## src/rtl/cpu_ctrl_pkg.sv

```systemverilog
// ============================================================================
//  Module      : cpu_ctrl_pkg
//  Description : Shared constants for the MIPS run-control sequencer.
//  Revision    : 1.0 - initial release
// ============================================================================
`default_nettype none

package cpu_ctrl_pkg;

    localparam logic [1:0] ST_HALT  = 2'd0;
    localparam logic [1:0] ST_RUN   = 2'd1;
    localparam logic [1:0] ST_STEP  = 2'd2;
    localparam logic [1:0] ST_BREAK = 2'd3;

    localparam logic [2:0] MODE_HALT  = 3'b000;
    localparam logic [2:0] MODE_RUN   = 3'b001;
    localparam logic [2:0] MODE_STEP  = 3'b010;
    localparam logic [2:0] MODE_BPRUN = 3'b011;

    // Breakpoints compare word addresses, so the byte offset bits are dropped
    localparam int BP_PC_HI = 17;
    localparam int BP_PC_LO = 2;
    localparam int BP_W     = BP_PC_HI - BP_PC_LO + 1;

    function automatic logic mode_is_halt(input logic [2:0] m);
        return (m == MODE_HALT) || m[2];
    endfunction

endpackage

`default_nettype wire

```

## src/rtl/step_debounce.sv

```systemverilog
// ============================================================================
//  Module      : step_debounce
//  Description : Synchronizer, stability filter and rising-edge detect for the
//                single-step push button.
//  Revision    : 1.0 - initial release
// ============================================================================
`default_nettype none

module step_debounce #(
    parameter int DEBOUNCE_CYCLES = 100000
) (
    input  logic sys_clk,
    input  logic sys_rst,
    input  logic step_btn,
    output logic step_pulse
);

    localparam int CW = (DEBOUNCE_CYCLES > 1) ? $clog2(DEBOUNCE_CYCLES) : 1;
    localparam logic [CW-1:0] C_CNT_MAX = CW'(DEBOUNCE_CYCLES - 1);

    logic          sync1_q, sync1_d;
    logic          sync2_q, sync2_d;
    logic          last_q, last_d;
    logic [CW-1:0] cnt_q, cnt_d;
    logic          filt_q, filt_d;
    logic          filt_prev_q, filt_prev_d;

    always_comb begin
        sync1_d     = step_btn;
        sync2_d     = sync1_q;
        last_d      = sync2_q;
        filt_prev_d = filt_q;
        cnt_d       = cnt_q;
        filt_d      = filt_q;
        // Any movement of the synchronized level restarts the stability window
        if (sync2_q != last_q) begin
            cnt_d = '0;
        end else if (cnt_q == C_CNT_MAX) begin
            filt_d = last_q;
        end else begin
            cnt_d = cnt_q + CW'(1);
        end
    end

    always_ff @(posedge sys_clk or posedge sys_rst) begin
        if (sys_rst) begin
            sync1_q     <= 1'b0;
            sync2_q     <= 1'b0;
            last_q      <= 1'b0;
            cnt_q       <= '0;
            filt_q      <= 1'b0;
            filt_prev_q <= 1'b0;
        end else begin
            sync1_q     <= sync1_d;
            sync2_q     <= sync2_d;
            last_q      <= last_d;
            cnt_q       <= cnt_d;
            filt_q      <= filt_d;
            filt_prev_q <= filt_prev_d;
        end
    end

    assign step_pulse = filt_q & ~filt_prev_q;

endmodule

`default_nettype wire

```

## src/rtl/cpu_run_ctrl.sv

```systemverilog
// ============================================================================
//  Module      : cpu_run_ctrl
//  Description : Run-control sequencer producing the core clock enable for
//                halt / run / single-step / run-to-breakpoint operation.
//                Breakpoint support is built only when RUN_CTRL_BP_EN is defined.
//  Revision    : 1.0 - initial release
// ============================================================================
`default_nettype none

module cpu_run_ctrl
    import cpu_ctrl_pkg::*;
#(
    parameter int DEBOUNCE_CYCLES = 100000,
    parameter int CNT_W           = 32
) (
    input  logic              sys_clk,
    input  logic              sys_rst,
    input  logic [2:0]        mode,
    input  logic              step_btn,
    input  logic [15:0]       bp_addr,
    input  logic [31:0]       pc,
    output logic              cpu_en,
    output logic              halted,
    output logic              bp_hit,
    output logic [1:0]        state,
    output logic [CNT_W-1:0]  cycle_cnt
);

    logic             w_step_pulse;
    logic             w_bp_stop;
    logic             w_mode_go;
    logic             w_unused_bits;
    logic [1:0]       state_q, state_d;
    logic [CNT_W-1:0] cycle_cnt_q, cycle_cnt_d;

    step_debounce #(
        .DEBOUNCE_CYCLES (DEBOUNCE_CYCLES)
    ) u_step_debounce (
        .sys_clk    (sys_clk),
        .sys_rst    (sys_rst),
        .step_btn   (step_btn),
        .step_pulse (w_step_pulse)
    );

`ifdef RUN_CTRL_BP_EN
    assign w_bp_stop     = (mode == MODE_BPRUN) && (pc[BP_PC_HI:BP_PC_LO] == bp_addr[BP_W-1:0]);
    assign w_unused_bits = &{1'b0, pc[31:BP_PC_HI+1], pc[BP_PC_LO-1:0]};
`else
    assign w_bp_stop     = 1'b0;
    assign w_unused_bits = &{1'b0, pc, bp_addr};
`endif

    assign w_mode_go = (mode == MODE_RUN) || (mode == MODE_BPRUN);

    always_comb begin
        state_d = state_q;
        case (state_q)
            ST_HALT: begin
                if (w_mode_go)
                    state_d = ST_RUN;
                else if ((mode == MODE_STEP) && w_step_pulse)
                    state_d = ST_STEP;
            end
            ST_RUN: begin
                if (!w_mode_go)
                    state_d = ST_HALT;
                else if (w_bp_stop)
                    state_d = ST_BREAK;
            end
            ST_STEP: state_d = ST_HALT;
            ST_BREAK: begin
                // Staying in BPRUN parks here; only HALT or a step releases it
                if (mode_is_halt(mode))
                    state_d = ST_HALT;
                else if ((mode == MODE_STEP) && w_step_pulse)
                    state_d = ST_STEP;
            end
            default: state_d = ST_HALT;
        endcase
    end

    assign cpu_en = (state_q == ST_STEP) || ((state_q == ST_RUN) && !w_bp_stop);

    always_comb begin
        cycle_cnt_d = cycle_cnt_q;
        if (cpu_en)
            cycle_cnt_d = cycle_cnt_q + CNT_W'(1);
    end

    always_ff @(posedge sys_clk or posedge sys_rst) begin
        if (sys_rst) begin
            state_q     <= ST_HALT;
            cycle_cnt_q <= '0;
        end else begin
            state_q     <= state_d;
            cycle_cnt_q <= cycle_cnt_d;
        end
    end

    assign state     = state_q;
    assign halted    = (state_q == ST_HALT) || (state_q == ST_BREAK);
    assign bp_hit    = (state_q == ST_BREAK);
    assign cycle_cnt = cycle_cnt_q;

endmodule

`default_nettype wire

```

## config.mk

```make
export PLATFORM = sky130hd
export DESIGN_NAME = cpu_run_ctrl
export DESIGN_NICKNAME = d
export VERILOG_FILES = /design/src/rtl/cpu_ctrl_pkg.sv /design/src/rtl/step_debounce.sv /design/src/rtl/cpu_run_ctrl.sv
export SDC_FILE = /design/constraint.sdc
export NUM_CORES = 1
export LEC_CHECK = 0
export ABC_AREA = 0
export BUFFER_PORTS_ARGS = -buffer_cell sky130_fd_sc_hd__buf_2
export CAP_MARGIN = 20
export CORE_MARGIN = 2
export CORE_UTILIZATION = 35
export CTS_CLUSTER_DIAMETER = 80
export DETAILED_ROUTE_END_ITERATION = 7
export SLEW_MARGIN = 15
export SYNTH_ARGS = -nofsm -noshare
export SYNTH_HDL_FRONTEND = slang
export SYNTH_SLANG_ARGS = --single-unit
```

## constraint.sdc

```tcl
create_clock -name sys_clk -period 3.59 [get_ports sys_clk]
set_clock_uncertainty 0.15 [all_clocks]
set_input_delay 0.1795 -clock sys_clk [delete_from_list [all_inputs] [get_ports sys_clk]]
set_output_delay 0.1795 -clock sys_clk [all_outputs]
set_load 0.02 [all_outputs]
```

Word level (Yosys, flattened, before mapping)
Index checks and enable logic that the tools add are counted.
{ "word_totals": {"mem_bits_rw": 0, "elab_cells": 38, "romBits": 0, "latchBits": 0, "output_inout_bits": 37, "inputBits": 54, "ff_bits": 56, "memories": 0} }
{ "op_classes": {"div_mod_pow": 0, "add_sub_neg": 2, "bitwise": 3, "multipliers": 0, "n_shift": 0, "reduce_logical": 8, "mux": 7, "n_eq_ne": 10, "magnitude_cmp": 0} }
{ "op_table": {"columns": ["operator", "n"], "rows": [
  ["17-bit 2-to-1 mux", 2],
  ["32-bit by 1-bit adder with 32-bit output (second input constant)", 1],
  ["17-bit by 1-bit adder with 17-bit output (second input constant)", 1],
  ["17-bit == test (second input constant)", 1],
  ["2-bit 2-to-1 mux", 4],
  ["2-bit one-hot mux with 4 select lines", 1],
  ["3-bit by 2-bit == test with 1-bit output (second input constant)", 2],
  ["2-bit == test (second input constant)", 2],
  ["1-bit logical OR", 4],
  ["3-bit by 1-bit == test with 1-bit output (second input constant)", 1],
  ["3-bit logical NOT", 1],
  ["2-bit by 1-bit == test with 1-bit output (second input constant)", 1],
  ["2-bit logical NOT", 1],
  ["2-bit by 1-bit != test with 1-bit output (second input constant)", 1],
  ["2-bit != test (second input constant)", 1],
  ["1-bit NOT", 2],
  ["2-bit AND reduction", 1],
  ["1-bit AND", 1],
  ["1-bit logical AND", 1],
  ["1-bit != test", 1]
]} }

Logic depth before layout (Yosys ltp)
{ "logic_depth": {"ltp_word": 6, "depth_mapped": 7, "mapped_depth_nobuf": 6} }

Hierarchy
A second synthesis with hierarchy kept.
{ "unflattened": {"cells_unflattened": 254, "hier_area_um2": 2802.7} }
{ "by_module_without_submodules": {"columns": ["module", "cells_per_inst", "seq_area_each_um2", "area_each_um2", "n_inst"], "rows": [
  ["cpu_run_ctrl", 150, 850.8, 1664.1, 1],
  ["step_debounce", 104, 550.5, 1138.6, 1]
]} }

Least setup slack after synthesis
OpenSTA, ideal clock, no wires.
{ "synth_path": {"kind": "register to register", "startpoint": "reg state_q[0], in the netlist state[0]", "endpoint": "reg cycle_cnt_q[24], in the netlist cycle_cnt[24]", "t_arrival_ps": 2189, "stages_incl_launch_ff": 8, "setup_ps": 80, "setup_slack_ps": 1171, "path_buffers": 1, "cell_sequence": "dfrtp_1 > inv_1 > ha_1 > and3_1 > or3b_1 > buf_2 > nor4_1 > xor2_1"} }
{ "synth_between": {"elab_chain_cells": 2, "elab_cells_between_ends": 3} }
{ "synth_lines": {"columns": ["item", "line_no", "rtl"], "rows": [
  ["start, declared", "cpu_run_ctrl.sv:33", "logic [1:0] state_q, state_d;"],
  ["start signal, assigned", "cpu_run_ctrl.sv:95", "state_q <= state_d;"],
  ["2-bit == test / 2-bit by 1-bit == test with 1-bit output (equally long branches)", "cpu_run_ctrl.sv:82", "assign cpu_en = (state_q == ST_STEP) || ((state_q == ST_RUN) && !w_bp_stop);"],
  ["1-bit logical OR *", "cpu_run_ctrl.sv:82", null],
  ["via cpu_en", "cpu_run_ctrl.sv:22", "output logic cpu_en,"],
  ["end signal, assigned", "cpu_run_ctrl.sv:96", "cycle_cnt_q <= cycle_cnt_d;"],
  ["end, declared", "cpu_run_ctrl.sv:34", "logic [CNT_W-1:0] cycle_cnt_q, cycle_cnt_d;"]
]} }
The timed path passes the listed nets; every way through them passes the cells marked *.
A chain may end at the register's enable or synchronous reset.

Worst setup path in the final report
{ "layout_path": {"startpoint": "reg state_q[0], in the netlist state[0]", "endpoint": "reg cycle_cnt_q[31], in the netlist cycle_cnt[31]"} }
{ "layout_between": {"elab_chain_cells": 2, "elab_cells_between_ends": 3} }
{ "layout_lines": {"columns": ["item", "line_no"], "rows": [
  ["2-bit == test / 2-bit by 1-bit == test with 1-bit output (equally long branches)", "cpu_run_ctrl.sv:82"],
  ["1-bit logical OR *", "cpu_run_ctrl.sv:82"]
]} }
Every way passes the cells marked *; elsewhere a longest branch is shown, timed or not.

==> flow_summary.ini <==
[status]
status = completed

[layout]
fin_util_pct = 42.31
fin_nets = 364
final_common_cell = dfrtp_1
drive_gt1_share_pct = 19.93
insertedDiodeCount = 0
layout_common_cells = dfrtp_1 (56), buf_2 (42), nand2_1 (26)
synthToLayoutAreaGrowth_pct = 16.10

[place]
port_buffers = 42
post-dp-hpwl_mm = 3.664
globalplace.congestion = 0.7974

[grt]
grt_pass1_wl_mm = 9.128
grt_overflow_total = 0
grt_max_degree = 40
grt_antenna_before_repair = 0
first_global_vias = 1946
grt_usage_pct = 13.59

[cts]
htreeDepth = 2
ctsResizeCount = 0
cts_root_buf = clkbuf_8
clock_sinks = 56
cts_buffer_depth = 2
tritoncts = done
clock_latency_ns = 0.32
cts-buffers-inserted = 5
clk_pin_slew_ns = 0.11

[critical_path]
cp.required_ns = 3.69
cp-start-kind = flop
r2r_start = state[0]$_DFFE_PP0P_
cpLargestDelayFamily = simple AND/OR/NAND/NOR gates
critPathMaxFanout = 12
slowest_delay_ns = 0.59
path_cells = inv_1 > ha_1 > nand4_1 > or3_1 > nor4_1 > xor2_1
worstSetupPathType = flop to flop
arrival_ns = 2.74
r2r_cells = 6
timing.rr.end = cycle_cnt[31]$_DFFE_PP0P_
crit_buf_inv = 1
slowest_stage = or3_1
r2r_slack_ns = 0.95
crit_path_end_kind = flop

[timing]
setup_tns_ns = 0
fin_crit_ns = 2.641
slew_headroom_pct = 46.43
clock.fmax_mhz = 378.7
hold_ws_ns = 0.01482
setup_viol = 0
rsz0062_at_grt = false
worst_slew_pin_slew_ns = 0.8024
slew_violations = 0
period_share_pct = 73.56
finalHoldViolCount = 0

[synthesis]
synth_edf_count = 0
synth_fp_nets = 317
syn-instance-count = 258
async_reset_ff_share_pct = 100.0
ys_seq_area_share_pct = 52.73
netlist_area_mm2 = 0.002658
yosysUniqueCellTypes = 31
syn_area_per_cell_um2 = 10.30
synthFlopType = dfrtp_1
ys_warn_count = 0
synth-seq-cells = 56

[floorplanning]
core_area_mm2 = 0.007292
die-height_um = 91.14
die_w_um = 91.14
dieArea_mm2 = 0.008306
initial_core_util_pct = 36.44
ios = 91
fp-row-count = 31

[route]
postRouteAntennaNets = 0
avgViaCountPerCell = 4.933
wl_per_cell_um = 12.87
vias = 1998
drt_iter0_drc = 116
wirelength_mm = 5.211
drcViolationCount = 0
firstDrtPassIters = 4

[power_and_ir_drop]
power_leakage_nw = 1.501
ir_drop_v = 0.0003643
p_per_area_mw_per_mm2 = 431.0

[min_path]
worstHoldEndpoint = state[1]$_DFFE_PP0P_
holdPathStages = 3
min-delay-start = mode[1]
hold_class = input pin to flop

[flow_run]
cap_violations = 0
[cell families (layout without fill, tap and decap cells)]
kind of cell	Yosys count	after routing	share of synthesized area (%)
AO/OA/AOI/OAI	22	22	5.037
XOR/XNOR	41	41	13.51
adder cells (fa/ha/maj)	5	5	2.354
buffers and inverters	20	68	3.201
flip-flops	56	56	52.73
multiplexers	1	1	0.4237
AND/OR/NAND/NOR	113	113	22.74
[routing by layer]
metal  track usage [%]  part of all wire (%)  up-vias
met3             1.743                   3.0        9
met2             20.74                    44       45
li1                  -                     -      985
met1             19.18                    51      959
met4             6.439                   2.4        0
met5                 0                     0        -
[timing repair]
action | in CTS | in global routing
hold endpoints to repair | 39 | 0
setup buffers | 0 | 0
hold buffers | 2 | 0
[how the worst max path moves through the flow]
| stage | startpoint | endpoint | cells past startpoint |
|---|---|---|---|
| 2_1_floorplan | state[0]$_DFFE_PP0P_ | cycle_cnt[24]$_DFFE_PP0P_ | 7 |
| 3_3_place_gp | state[0]$_DFFE_PP0P_ | cycle_cnt[31]$_DFFE_PP0P_ | 6 |
| 3_5_place_dp | state[0]$_DFFE_PP0P_ | cycle_cnt[31]$_DFFE_PP0P_ | 6 |
| 4_1_cts | state[0]$_DFFE_PP0P_ | cycle_cnt[31]$_DFFE_PP0P_ | 6 |
| 5_1_grt | state[0]$_DFFE_PP0P_ | cycle_cnt[25]$_DFFE_PP0P_ | 6 |
| 6_report | state[0]$_DFFE_PP0P_ | cycle_cnt[31]$_DFFE_PP0P_ | 6 |
[where the power goes]
group,total (W),internal [W],switching (W)
clock network,0.000357,0.000140,0.000216
registers,0.000727,0.000674,0.0000528
logic,0.000246,0.0000960,0.000150
total,0.00133,0.000910,0.000420
[sequential cells by signal, indices dropped and copies added, names as in the netlist]
name / cells
cycle_cnt: 32
u_step_debounce.cnt_q: 17
state: 2
u_step_debounce.filt_prev_d: 1
u_step_debounce.filt_prev_q: 1
u_step_debounce.last_d: 1
u_step_debounce.last_q: 1
u_step_debounce.sync1_q: 1
[final cells by class]
cell class	instances	area, um2
repair buffers	46	245.2
multi-input cells	182	1171
well taps	99	123.9
flip-flops and latches	56	1401
inverters	14	52.55
clock inverters	3	22.52
fillers	740	4207
clock buffers	5	68.82
[cells in the mapped netlist, drive strengths merged, types with 5 or more instances]
cell type	instances	area, um2
inv	14	52.55
xnor2	16	140.1
nor2	22	82.58
xor2	25	219.0
dfrtp	56	1401
nand3	12	60.06
ha	5	62.56
nand4	10	68.81
nor4	11	68.82
a21oi	9	45.04
nand2	26	97.59
nor3	10	50.05
o21ai	5	25.02
[worst register-to-register path, stage by stage, from the launching register on]
cell,delay (ns)
dfrtp_1,0.42
inv_1,0.07
ha_1,0.47
nand4_1,0.25
or3_1,0.59
nor4_1,0.43
xor2_1,0.19
[metrics by stage]
stage	instances	worst slack, ns	power (W)	cell area, um2
6_report	405	0.9492	0.001330	3085
5_1_grt	405	0.8016	0.001405	3085
4_1_cts	405	0.9718	0.001344	3085
3_5_place_dp	395	1.003	0.0009874	2974
3_3_place_gp	395	1.010	0.0009828	2974
2_1_floorplan	258	1.171	0.0009052	2658
(Power assumes the default switching activity.)
